<file path="src/rtl/exe_pkg.sv">
// Shared encodings for the execute stage: ALU ops, branch conditions,
// operand selects, flag bit positions and the filter FSM states.
package exe_pkg;
  localparam int PIX_W  = 8;
  localparam int COEF_W = 6;

  typedef enum logic [2:0] {
    ALU_ADD, ALU_AND, ALU_OR, ALU_XOR, ALU_SHL, ALU_SHR, ALU_PASSB, ALU_FILT
  } alu_op_e;

  typedef enum logic [1:0] {CND_AL, CND_EQ, CND_NE, CND_LT} cond_e;

  localparam logic [1:0] SEL_REG = 2'd0, SEL_MEM = 2'd1, SEL_WB = 2'd2, SEL_ALT = 2'd3;

  localparam int FN = 3, FZ = 2, FC = 1, FV = 0;

  typedef enum logic [1:0] {ST_IDLE, ST_RUN, ST_DONE} mac_st_e;

  function automatic logic cond_true(input logic [1:0] c, input logic [3:0] f);
    case (cond_e'(c))
      CND_AL:  return 1'b1;
      CND_EQ:  return f[FZ];
      CND_NE:  return !f[FZ];
      default: return f[FN] ^ f[FV];
    endcase
  endfunction
endpackage

</file>
<file path="src/rtl/exe_pixel_mac.sv">
// Lane-serial weighted-sum filter: one pixel*coef per RUN cycle, then
// arithmetic shift and clamp to 0..255 presented during DONE.
module exe_pixel_mac
  import exe_pkg::*;
#(
  parameter int DW    = 32,
  parameter int VW    = 40,
  parameter int LANES = 5,
  parameter int ACCW  = 18
) (
  input  logic          clk,
  input  logic          rst,
  input  logic          i_start,
  input  logic [VW-1:0] i_pix,
  input  logic [DW-1:0] i_coef,
  output mac_st_e       o_state,
  output logic [7:0]    o_res
);
  mac_st_e                   r_state, w_nxt;
  logic [2:0]                r_cnt;
  logic [VW-1:0]             r_pix;
  logic [COEF_W*LANES-1:0]   r_coef;
  logic [1:0]                r_shamt;
  logic signed [ACCW-1:0]    r_acc;
  logic [ACCW-1:0]           w_pe, w_ke, w_prod;
  logic signed [ACCW-1:0]    w_sh;

  // Operands are consumed from the low end; the capture registers shift each lane.
  assign w_pe   = {{(ACCW-PIX_W){1'b0}}, r_pix[PIX_W-1:0]};
  assign w_ke   = {{(ACCW-COEF_W){r_coef[COEF_W-1]}}, r_coef[COEF_W-1:0]};
  assign w_prod = w_pe * w_ke;
  assign w_sh   = r_acc >>> r_shamt;

  always_comb begin
    w_nxt = r_state;
    case (r_state)
      ST_IDLE: if (i_start) w_nxt = ST_RUN;
      ST_RUN:  if (r_cnt == 3'(LANES-1)) w_nxt = ST_DONE;
      default: w_nxt = ST_IDLE;
    endcase
  end

  always_ff @(posedge clk or posedge rst) begin
    if (rst) begin
      r_state <= ST_IDLE;
      r_cnt   <= '0;
      r_pix   <= '0;
      r_coef  <= '0;
      r_shamt <= '0;
      r_acc   <= '0;
    end else begin
      r_state <= w_nxt;
      if (r_state == ST_IDLE && i_start) begin
        r_pix   <= i_pix;
        r_coef  <= i_coef[COEF_W*LANES-1:0];
        r_shamt <= i_coef[DW-1 -: 2];
        r_acc   <= '0;
        r_cnt   <= '0;
      end else if (r_state == ST_RUN) begin
        r_acc  <= r_acc + $signed(w_prod);
        r_cnt  <= r_cnt + 3'd1;
        r_pix  <= r_pix >> PIX_W;
        r_coef <= r_coef >> COEF_W;
      end
    end
  end

  assign o_state = r_state;
  assign o_res   = w_sh[ACCW-1] ? 8'h00 : (|w_sh[ACCW-2:8]) ? 8'hFF : w_sh[7:0];
endmodule

</file>
<file path="src/rtl/exe_stage.sv">
// Execute stage: operand forwarding, ALU and flags, branch resolution,
// filter sequencing and the execute->memory output register.
module exe_stage
  import exe_pkg::*;
#(
  parameter int DW    = 32,
  parameter int VW    = 40,
  parameter int LANES = 5,
  parameter int ACCW  = 18
) (
  input  logic          clk,
  input  logic          rst,
  input  logic [1:0]    cond,
  input  logic          we_mem,
  input  logic          sel_dat,
  input  logic          sel_res,
  input  logic          sel_c,
  input  logic          we_v,
  input  logic          we_c_aux,
  input  logic          compara,
  input  logic          suma_resta,
  input  logic          salto,
  input  logic          PROHIB_EXE,
  input  logic [2:0]    ALU_CTRL,
  input  logic [1:0]    selOp_A,
  input  logic [1:0]    selOp_B,
  input  logic [DW-1:0] PCmas4,
  input  logic [DW-1:0] DoA,
  input  logic [DW-1:0] DoB,
  input  logic [DW-1:0] inmediato,
  input  logic [VW-1:0] cuarenta,
  input  logic [3:0]    Rg_exe,
  input  logic [DW-1:0] fwd_mem,
  input  logic [DW-1:0] fwd_wb,
  output logic          stall_o,
  output logic          br_taken_o,
  output logic [DW-1:0] br_target_o,
  output logic [3:0]    flags_o,
  output logic [DW-1:0] alu_res_o,
  output logic [DW-1:0] st_data_o,
  output logic          we_mem_o,
  output logic          sel_dat_o,
  output logic          sel_res_o,
  output logic [3:0]    Rg_o,
  output logic          valid_o
);
  logic [DW-1:0] w_a, w_b, w_bx, w_alu;
  logic [DW:0]   w_sum;
  logic          w_sub, w_cin, w_ovf;
  logic          w_filt, w_idle, w_start, w_scal, w_arch;
  logic [3:0]    r_flags;
  mac_st_e       w_mst;
  logic [7:0]    w_fres;

  always_comb begin
    case (selOp_A)
      SEL_REG: w_a = DoA;
      SEL_MEM: w_a = fwd_mem;
      SEL_WB:  w_a = fwd_wb;
      default: w_a = PCmas4;
    endcase
    case (selOp_B)
      SEL_REG: w_b = DoB;
      SEL_MEM: w_b = fwd_mem;
      SEL_WB:  w_b = fwd_wb;
      default: w_b = inmediato;
    endcase
  end

  // Subtract is A + ~B + 1; with sel_c the stored carry (no-borrow) replaces the +1.
  assign w_sub = suma_resta | compara;
  assign w_bx  = w_sub ? ~w_b : w_b;
  assign w_cin = sel_c ? r_flags[FC] : w_sub;
  assign w_sum = {1'b0, w_a} + {1'b0, w_bx} + {{DW{1'b0}}, w_cin};
  assign w_ovf = (w_a[DW-1] == w_bx[DW-1]) && (w_sum[DW-1] != w_a[DW-1]);

  always_comb begin
    case (alu_op_e'(ALU_CTRL))
      ALU_ADD:   w_alu = w_sum[DW-1:0];
      ALU_AND:   w_alu = w_a & w_b;
      ALU_OR:    w_alu = w_a | w_b;
      ALU_XOR:   w_alu = w_a ^ w_b;
      ALU_SHL:   w_alu = w_a << w_b[4:0];
      ALU_SHR:   w_alu = w_a >> w_b[4:0];
      default:   w_alu = w_b;
    endcase
  end

  // A held FILTER instruction is ignored once the engine has left IDLE.
  assign w_filt  = (ALU_CTRL == ALU_FILT);
  assign w_idle  = (w_mst == ST_IDLE);
  assign w_start = w_idle & w_filt & !PROHIB_EXE;
  assign w_scal  = w_idle & !w_filt;
  assign w_arch  = w_scal & !PROHIB_EXE;

  assign stall_o     = !rst & (w_start | (w_mst == ST_RUN));
  assign br_taken_o  = salto & w_arch & cond_true(cond, r_flags);
  assign br_target_o = PCmas4 + (inmediato << 2);
  assign flags_o     = r_flags;

  exe_pixel_mac #(.DW(DW), .VW(VW), .LANES(LANES), .ACCW(ACCW)) u_mac (
    .clk     (clk),
    .rst     (rst),
    .i_start (w_start),
    .i_pix   (cuarenta),
    .i_coef  (inmediato),
    .o_state (w_mst),
    .o_res   (w_fres)
  );

  always_ff @(posedge clk or posedge rst) begin
    if (rst) begin
      r_flags <= '0;
    end else if (w_arch) begin
      if (compara | we_c_aux) begin
        r_flags[FN] <= w_alu[DW-1];
        r_flags[FZ] <= (w_alu == '0);
      end
      if (we_c_aux) r_flags[FC] <= w_sum[DW];
      if (we_v)     r_flags[FV] <= w_ovf;
    end
  end

  always_ff @(posedge clk or posedge rst) begin
    if (rst) begin
      alu_res_o <= '0;
      st_data_o <= '0;
      we_mem_o  <= 1'b0;
      sel_dat_o <= 1'b0;
      sel_res_o <= 1'b0;
      Rg_o      <= '0;
      valid_o   <= 1'b0;
    end else begin
      st_data_o <= w_b;
      sel_dat_o <= sel_dat;
      sel_res_o <= sel_res;
      Rg_o      <= Rg_exe;
      if (w_mst == ST_DONE) begin
        alu_res_o <= {{(DW-8){1'b0}}, w_fres};
        valid_o   <= 1'b1;
        we_mem_o  <= we_mem;
      end else if (w_scal) begin
        alu_res_o <= w_alu;
        valid_o   <= !PROHIB_EXE & !compara;
        we_mem_o  <= we_mem & !PROHIB_EXE & !compara;
      end else begin
        valid_o  <= 1'b0;
        we_mem_o <= 1'b0;
      end
    end
  end
endmodule

</file>
<file path="config.mk">
export PLATFORM = sky130hd
export DESIGN_NAME = exe_stage
export DESIGN_NICKNAME = d
export VERILOG_FILES = /design/src/rtl/exe_pkg.sv /design/src/rtl/exe_pixel_mac.sv /design/src/rtl/exe_stage.sv
export SDC_FILE = /design/constraint.sdc
export NUM_CORES = 1
export LEC_CHECK = 0
export ABC_AREA = 1
export BUFFER_PORTS_ARGS = -buffer_cell sky130_fd_sc_hd__buf_2
export CAP_MARGIN = 20
export CELL_PAD_IN_SITES_DETAIL_PLACEMENT = 1
export CELL_PAD_IN_SITES_GLOBAL_PLACEMENT = 2
export CORE_ASPECT_RATIO = 1.5
export CORE_UTILIZATION = 31
export DETAILED_ROUTE_END_ITERATION = 6
export GPL_TIMING_DRIVEN = 0
export PLACE_DENSITY_LB_ADDON = 0.2
export SYNTH_ARGS = -nofsm -noshare
export SYNTH_HDL_FRONTEND = slang
export SYNTH_SLANG_ARGS = --single-unit
</file>
<file path="constraint.sdc">
create_clock -name clk -period 7.26 [get_ports clk]
set_input_delay 1.452 -clock clk [delete_from_list [all_inputs] [get_ports clk]]
set_output_delay 1.452 -clock clk [all_outputs]
set_load 0.01 [all_outputs]
</file>
Word level (Yosys, flattened, before mapping)
Cells that the tools add are included.
Word-level totals
  output and inout port bits: 110
  register bits after elaboration: 171
  bits of input ports: 257
Operators by class
  shifts and indexed selects: 3
  eq/ne operators: 19
  mux-type cells: 25
  reductions and logical operators: 20
  add/sub/neg operators: 5
  bitwise logic cells: 18
  multipliers: 1
Operator list (number)
  $pmux 32 s3: 2
  $pmux 32 s6: 1
  $mux 32: 3
  $mux 40: 2
  $mux 30: 2
  $mux 18: 2
  $add 32x32->33: 1
  $add 33x1->33: 1
  $add 32x32->32: 1
  $and 32x32->32: 1
  $logic_not 32->1: 1
  $not 32->32: 1
  $or 32x32->32: 1
  $shl 32x5->32: 1
  $shr 32x5->32: 1
  $xor 32x32->32: 1
  $add 18x18->18: 1
  $sshr 18x2->18: 1
  $mux 8: 2
  $mul 9x6->15: 1
  $eq 3x3->1 const B: 4
  $and 1x1->1: 10
  $reduce_or 9->1: 1
  $eq 2x1->1 const B: 4
  other kinds (20): 45

Depth between registers and ports, before layout
Gate-level depths: netlist (run 1).
  word-level depth: 9
  depth in mapped cells: 30
  mapped depth without buffers: 29

Hierarchy
A second synthesis (run 1) with hierarchy kept.
Unflattened totals
  cell total of the unflattened synthesis: 3215
  area total of the unflattened synthesis: 20629.8 sq um
Modules (own cells, without submodules)
  exe_stage: sequential area each 1901.8 sq um, cells an instance 2346, times used 1, area each 13795.7 sq um
  exe_pixel_mac: sequential area each 2377.3 sq um, cells an instance 869, times used 1, area each 6834.1 sq um

Worst setup path after synthesis (run 1)
OpenSTA, ideal clock, no wires.
  path type: reg2reg
  from: register u_mac.r_coef[0]
  to: register u_mac.r_acc[17]
  slack: 1.737 ns
  data arrival time: 5.391 ns
  buffers on the path: 1
  cell stages (with the launch flop): 30
  library setup time: 0.131 ns
  period minus slack after synthesis: 5.523 ns
  cell sequence: dfrtp_1 > clkbuf_1 > nand2_1 > inv_1 > fa_1 > inv_1 > fa_1 > inv_1 > fa_1 > fa_1 > fa_1 > nand2_1 > nand2_1 > a21oi_1 > o21ai_0 > a21boi_0 > inv_1 > a21oi_1 > o21bai_1 > xnor2_1 > inv_1 > ha_1 > a21oi_1 > o21ai_0 > a21oi_1 > nand2_1 > a21oi_1 > o21bai_1 > a21oi_1 > o22ai_1
On the way
  word-level cells in the longest chain between the ends: 4
Ends and longest elaborated chain
  start: declaration: RTL line exe_pixel_mac.sv:22  | logic [COEF_W*LANES-1:0] r_coef;
  start signal: assignment: RTL line exe_pixel_mac.sv:55  | r_coef <= i_coef[COEF_W*LANES-1:0];
  start signal: assignment: RTL line exe_pixel_mac.sv:63  | r_coef <= r_coef >> COEF_W;
  $mul 9x6->15: RTL line exe_pixel_mac.sv:31  | assign w_prod = w_pe * w_ke;
  $add 18x18->18: RTL line exe_pixel_mac.sv:60  | r_acc <= r_acc + $signed(w_prod);
  $mux 18: RTL line exe_pixel_mac.sv:59  | end else if (r_state == ST_RUN) begin
  $mux 18: RTL line exe_pixel_mac.sv:53  | if (r_state == ST_IDLE && i_start) begin
  end signal: assignment: RTL line exe_pixel_mac.sv:60
  end: declaration: RTL line exe_pixel_mac.sv:24  | logic signed [ACCW-1:0] r_acc;
No other way between the ends. The select of a mux whose other input is x is not followed.
A chain may end at the register's enable or synchronous reset.

Worst setup path after layout (run 1)
  from: register u_mac.r_coef[1]
  to: register u_mac.r_acc[17]
Same word-level chain as after synthesis.

==> flow_summary.yaml, run 1 <==
min_path:
  whs_path_depth: 2
  min_to: "alu_res_o[11]"
  holdCritStartpoint: "alu_res_o[11]"
  hp-class: "flop to flop"
routing:
  dr_total_vias: 24797
  top_layer: "met5"
  drt-total-wl_mm: 130
  via_per_inst: 5.79
  wl_met2_mm: 62.6
  first_pass_iters: 5
  wl_per_cell_um: 30.4
  drt_iter0_drc: 2123
  wl_met1_mm: 47.1
  antenna_left: 0
  dr_wl_met3_mm: 7.74
  drc: 0
yosys:
  synth-seq-cells: 171
  syn_area_um2: 19700
  ys_top_cells_by_count: "nand2_1 (898), nand3_1 (438), inv_1 (304), o21ai_0 (214), ha_1 (179)"
  postSynthAreaPerCell_um2: 6.42
  synthCells: 3073
  synth_ff_type: "dfrtp_1"
  yosys-top-cells-area: "dfrtp_1 (22%), nand2_1 (17%), ha_1 (11%)"
  ys_types: 53
  ys_seq_area_frac: 0.217
  synth_top_area_share: 0.217
  async_flop_share: 1.00
  yosysTopAreaCell: "dfrtp_1"
  yosys_warnings: 0
  syn_nets: 3538
  yosysMostFrequentCell: "nand2_1"
  synth_edf_count: 0
clocking:
  cts_buffer_depth: 2
  cts_tree: "built"
  post_cts_resized: 0
  clkLatencyLatePin_ps: 510
  cts.sinks: 171
  cts_hold_buffers: 0
  post_cts_buffers: 0
  cts_made_buffers: 17
  cts-htree-levels: 4
  clock-root-buffer: "clkbuf_16"
  path_clk_slew_ps: 70
setup_path:
  critPathRequiredTime_ps: 7620
  worstSetupPathType: "flop to flop"
  r2r_cells: 30
  setup.worst_path.end_class: "flop"
  crit_family: "adder cells"
  critical_path_buf_inv_count: 6
  critical_path_arrival_ps: 6980
  path_max_fanout: 9
  slowest_delay_ps: 530
  start_kind: "flop"
  r2r-start: "u_mac.r_coef[1]"
  path_common_cell: "nand2_1"
  slowest_stage: "fa_1"
  timing.rr.end: "u_mac.r_acc[17]"
  regToRegSetupSlack_ps: 640
floorplanning:
  fp.dieH_um: 311
  io_pins: 367
  dieArea_um2: 64700
  core-area_um2: 62500
  start_util: 0.316
  rows: 112
  die_x_um: 208
timing:
  slew_headroom: 0.195
  tightestPinTransition_ps: 1200
  slew_violations: 0
  finalHoldViolCount: 0
  min_period_ps: 6620
  rsz0062_at_grt: "no"
  fin_crit_sh: 0.912
  skew_ps: 12.6
  setup_viol: 0
  setup_total_negative_slack_ps: 0
  fmax_ghz: 0.151
grt:
  grt_pass1_wl_mm: 184
  grt_max_degree: 113
  grt-ovfl-total: 0
  grt_pass1_vias: 25667
  grt_usage: 0.397
  grt_antenna_before_repair: 12
cells_and_area:
  areaGrowthSynthToFinish_pct: 17.9
  fin_cells: 4284
  drive_gt1_frac: 0.142
  fillers: 8280
  nets: 3930
pwr:
  irDropWorstVdd_uv: 159
  power_leakage_uw: 0.0124
  p_per_area_nw_per_um2: 283
  finalPower_uw: 6570
placement:
  hpwl_mm: 110
  dp_cells: 4243
  io_buffers: 364
  gp_congestion: 1.06
run:
  cap_violations: 0
run_status:
  status: "complete, no violations"
[worst max-delay path by stage]
stage / to / startpoint / slack [ps] / cells after the start
floorplan: Rg_o[0] / rst / 1180 / 1
global placement: st_data_o[9] / rst / -1300 / 2
detailed placement: flags_o[2] / selOp_B[0] / 390 / 26
CTS: u_mac.r_acc[17] / u_mac.r_coef[1] / 560 / 29
global route: u_mac.r_acc[17] / u_mac.r_coef[1] / 2 / 30
finish: u_mac.r_acc[17] / u_mac.r_coef[1] / 640 / 30
[stage by stage]
step           setup WS [ps]  cell area [um^2]   util  hold slack, ps
6_report                 637             23300  0.372             486
5_1_grt                 2.06             23200  0.372             512
4_1_cts                  560             23200  0.372             488
3_5_place_dp             392             22600  0.362             469
3_3_place_gp           -1300             22500  0.361             461
2_1_floorplan           1180             19700      -             442
[tightest hold or removal path, delay by kind of cell (launching register included)]
family	cells	cell delay, ps
compound gates	1	60
flops	1	350
simple gates	1	50
[power breakdown]
part           switching [uW]  leakage (uW)  internal (uW)
clock network             484      0.000280            513
registers                 256       0.00217           1260
logic                    2810       0.00991           1250
total                    3550        0.0124           3020
[cell usage in the layout, fill, tap and decap left out, drive strengths merged, types with 2 or more instances in the layout]
cell type / Yosys / layout
clkbuf: 92 / 110
a21boi: 7 / 7
nor3: 12 / 12
o22ai: 8 / 8
a211oi: 8 / 8
a21oi: 155 / 155
nand2: 901 / 901
or2: 37 / 37
a22oi: 66 / 66
a31oi: 12 / 12
o21ai: 223 / 223
o21bai: 10 / 10
nand3b: 3 / 3
o221ai: 9 / 9
nor2: 156 / 156
o21a: 6 / 6
nand4: 40 / 40
ha: 179 / 179
a22o: 20 / 20
nor4: 3 / 3
clkinv: 3 / 7
dfrtp: 171 / 171
xor2: 62 / 62
inv: 310 / 315
clkinvlp: 0 / 3
o211ai: 11 / 11
o31ai: 2 / 2
buf: 51 / 423
nand3: 440 / 440
xnor2: 12 / 12
fa: 29 / 29
a21o: 8 / 8
a221oi: 12 / 12
bufinv: 0 / 2
diode: 0 / 9
o2111ai: 7 / 7
[cell type report]
class	instances	area (um^2)	share of cell area
timing repair buffer	373	1910	0.0822
inverter	313	1180	0.0509
clock inverter	14	163	0.00700
clock buffer	17	425	0.0183
sequential	171	4280	0.184
multi-input combinational	2446	13700	0.587
tap	798	998	0.0429
buffer	143	611	0.0263
antenna	9	22.5	0.000969
[per-layer routing]
layer,vias up,track usage
li1,11096,-
met1,12228,0.425
met2,1094,0.681
met3,369,0.0661
met4,10,0.335
met5,-,0
[cells by family (layout without fill, tap and decap cells)]
family | count (synthesis) | after routing | share of synthesized area
AND/OR/NAND/NOR | 1594 | 1594 | 0.345
flip-flops | 171 | 171 | 0.217
AO/OA/AOI/OAI | 569 | 569 | 0.171
other | 0 | 9 | 0
buffers and inverters | 456 | 860 | 0.0905
adder cells (fa/ha/maj) | 208 | 208 | 0.143
multiplexers | 1 | 1 | 0.000507
XOR/XNOR | 74 | 74 | 0.0329
[sequential cells by signal (all words and copies together), names as in the netlist, 3 cells and up]
| name | count |
|---|---|
| u_mac.r_coef | 30 |
| u_mac.r_cnt | 3 |
| alu_res_o | 32 |
| st_data_o | 32 |
| Rg_o | 4 |
| flags_o | 4 |
| u_mac.r_pix | 40 |
| u_mac.r_acc | 18 |
Note: power is estimated with default switching activity, not from simulation.
==> run 2: changes to the inputs <==
--- a/config.mk
+++ b/config.mk
@@ -11,6 +11,7 @@
 export CELL_PAD_IN_SITES_DETAIL_PLACEMENT = 1
 export CELL_PAD_IN_SITES_GLOBAL_PLACEMENT = 2
 export CORE_ASPECT_RATIO = 1.5
+export CORE_MARGIN = 5
 export CORE_UTILIZATION = 31
 export DETAILED_ROUTE_END_ITERATION = 6
 export GPL_TIMING_DRIVEN = 0
==> flow_summary.yaml, run 2 (synthesized netlist as in run 1, its figures left out) <==
pwr:
  finalPower_uw: 6620
  p_comb_frac: 0.616
  power_switching_share: 0.537
  power_leakage_uw: 0.0124
  clkPwrFrac: 0.157
  p_int_uw: 3070
  switchingPower_uw: 3550
  sequentialPowerShare: 0.227
  p_per_area_nw_per_um2: 284
  irDropWorstVdd_uv: 113
setup_path:
  start_kind: "flop"
  r2r_cells: 30
  cp-endpoint: "u_mac.r_acc[17]"
  worstSetupPathType: "flop to flop"
  timing.rr.end: "u_mac.r_acc[17]"
  path_max_fanout: 9
  critPathRequiredTime_ps: 7610
  regToRegSetupSlack_ps: 550
  slowest_delay_ps: 530
  path_common_cell: "nand2_1"
  r2r-start: "u_mac.r_coef[1]"
  setup.worst_path.end_class: "flop"
  slowest_stage: "fa_1"
  worstSetupStartpoint: "u_mac.r_coef[1]"
  critical_path_arrival_ps: 7060
clocking:
  cts.sinks: 171
  cts_hold_buffers: 0
  clock-root-buffer: "clkbuf_16"
  cts_buffer_depth: 2
  post_cts_buffers: 0
  cts-htree-levels: 4
  cts_tree: "built"
  clkLatencyLatePin_ps: 500
  cts_made_buffers: 17
  post_cts_resized: 0
  path_clk_slew_ps: 70
timing:
  setup_viol: 0
  fin_crit_sh: 0.924
  rsz0062_at_grt: "no"
  setup_total_negative_slack_ps: 0
  slew_violations: 0
  slew_headroom: 0.195
  tightestPinTransition_ps: 1190
  skew_ps: 12.3
  min_period_ps: 6710
  finalHoldViolCount: 0
  fmax_ghz: 0.149
cells_and_area:
  top_register: "u_mac.r_pix"
  layout_common_cells: "nand2_1 (898), nand3_1 (438), buf_2 (396), inv_1 (303), o21ai_0 (209)"
  final_core_util: 0.368
  finish.instance_area_um2: 23300
  reg.largest.list: "u_mac.r_pix: 40 flops, alu_res_o: 32 flops, st_data_o: 32 flops"
  largest_register_ffs: 40
  areaGrowthSynthToFinish_pct: 18.0
  nets: 3928
  drive_gt1_frac: 0.142
  final_common_cell: "nand2_1"
routing:
  first_pass_iters: 5
  wl_per_cell_um: 31.1
  drc: 0
  drt-total-wl_mm: 133
  drt_iter0_drc: 2259
  dr_total_vias: 25049
  antenna_left: 0
  via_per_inst: 5.85
floorplanning:
  dieArea_um2: 68900
  rows: 113
  fp.dieH_um: 319
  io_pins: 367
  core-area_um2: 63200
  die_x_um: 216
  start_util: 0.312
placement:
  hpwl_mm: 112
  placed_area_um2: 22600
  gp_congestion: 1.06
  io_buffers: 364
run:
  cap_violations: 0
grt:
  grt_antenna_before_repair: 10
  grt_pass1_vias: 26089
  grt-ovfl-total: 0
  met2_usage: 0.653
  use_met3: 0.0757
  grt_most_used_layer: "met2"
  grt_max_degree: 92
  grt_pass1_wl_mm: 186
  grt_usage: 0.372
  use_met1: 0.398
run_status:
  status: "complete, no violations"
min_path:
  hp-class: "flop to flop"
## run 2: cell types whose count changed in the layout (fill, tap and decap cells not counted), moves of 2 or more
| cell | change |
|---|---|
| diode_2 | -5 |
| buf_4 | -3 |
| buf_2 | +2 |
| o21ai_0 | -2 |
| o21ai_1 | +2 |
## run 2: worst max-delay path, delay by kind of cell (launching register included)
family                   cells  cell delay (ps)
AO/OA/AOI/OAI               10             1570
AND/OR/NAND/NOR              7              690
buffers and inverters        6              750
adder cells (fa/ha/maj)      6             2830
XOR/XNOR                     1              380
flip-flops                   1              360
## run 2: through the flow
stage | hold WS [ps] | cells | setup slack, ps
finish | 487 | 4285 | 551
global route | 503 | 4282 | 142
CTS | 486 | 4281 | 558
detailed placement | 467 | 4249 | 248
global placement | 462 | 4242 | -1280
floorplan | 442 | 3073 | 1180
## run 2: power by group through the flow
| stage | Combinational (uW) | Clock (uW) | Sequential, uW |
|---|---|---|---|
| after floorplan | 2390 | 0 | 1480 |
| after global placement | 3900 | 0 | 1500 |
| after detailed placement | 4010 | 0 | 1510 |
| after CTS | 4040 | 1050 | 1500 |
| after global routing | 4450 | 1090 | 1530 |
| final | 4080 | 1040 | 1500 |
## run 2: cell type report
class                   count  area (um^2)
repair buffers            371         1890
plain buffers             143          611
well taps                 805         1010
clock buffers              19          443
fillers                  8407        39900
inverters                 313         1180
multi-input cells        2446        13700
diodes                      4         10.0
clock inverters            13          183
flip-flops and latches    171         4280
## run 2: worst min path at each step
| stage | from | to | slack [ps] | depth (start not counted) |
|---|---|---|---|---|
| after floorplan | u_mac.r_coef[29] | u_mac.r_coef[29] | 440 | 2 |
| after CTS | u_mac.r_coef[19] | u_mac.r_coef[19] | 490 | 2 |
| final | alu_res_o[30] | alu_res_o[30] | 490 | 2 |
| after detailed placement | u_mac.r_coef[19] | u_mac.r_coef[19] | 470 | 2 |
| after global routing | u_mac.r_pix[28] | u_mac.r_pix[28] | 500 | 2 |
| after global placement | u_mac.r_pix[28] | u_mac.r_pix[28] | 460 | 2 |
## run 2: layer usage
layer | vias to the layer above | wire [um]
li1 | 11106 | -
met1 | 12403 | 47800
met2 | 1172 | 64800
met3 | 360 | 8670
met4 | 8 | 11700
met5 | - | 51
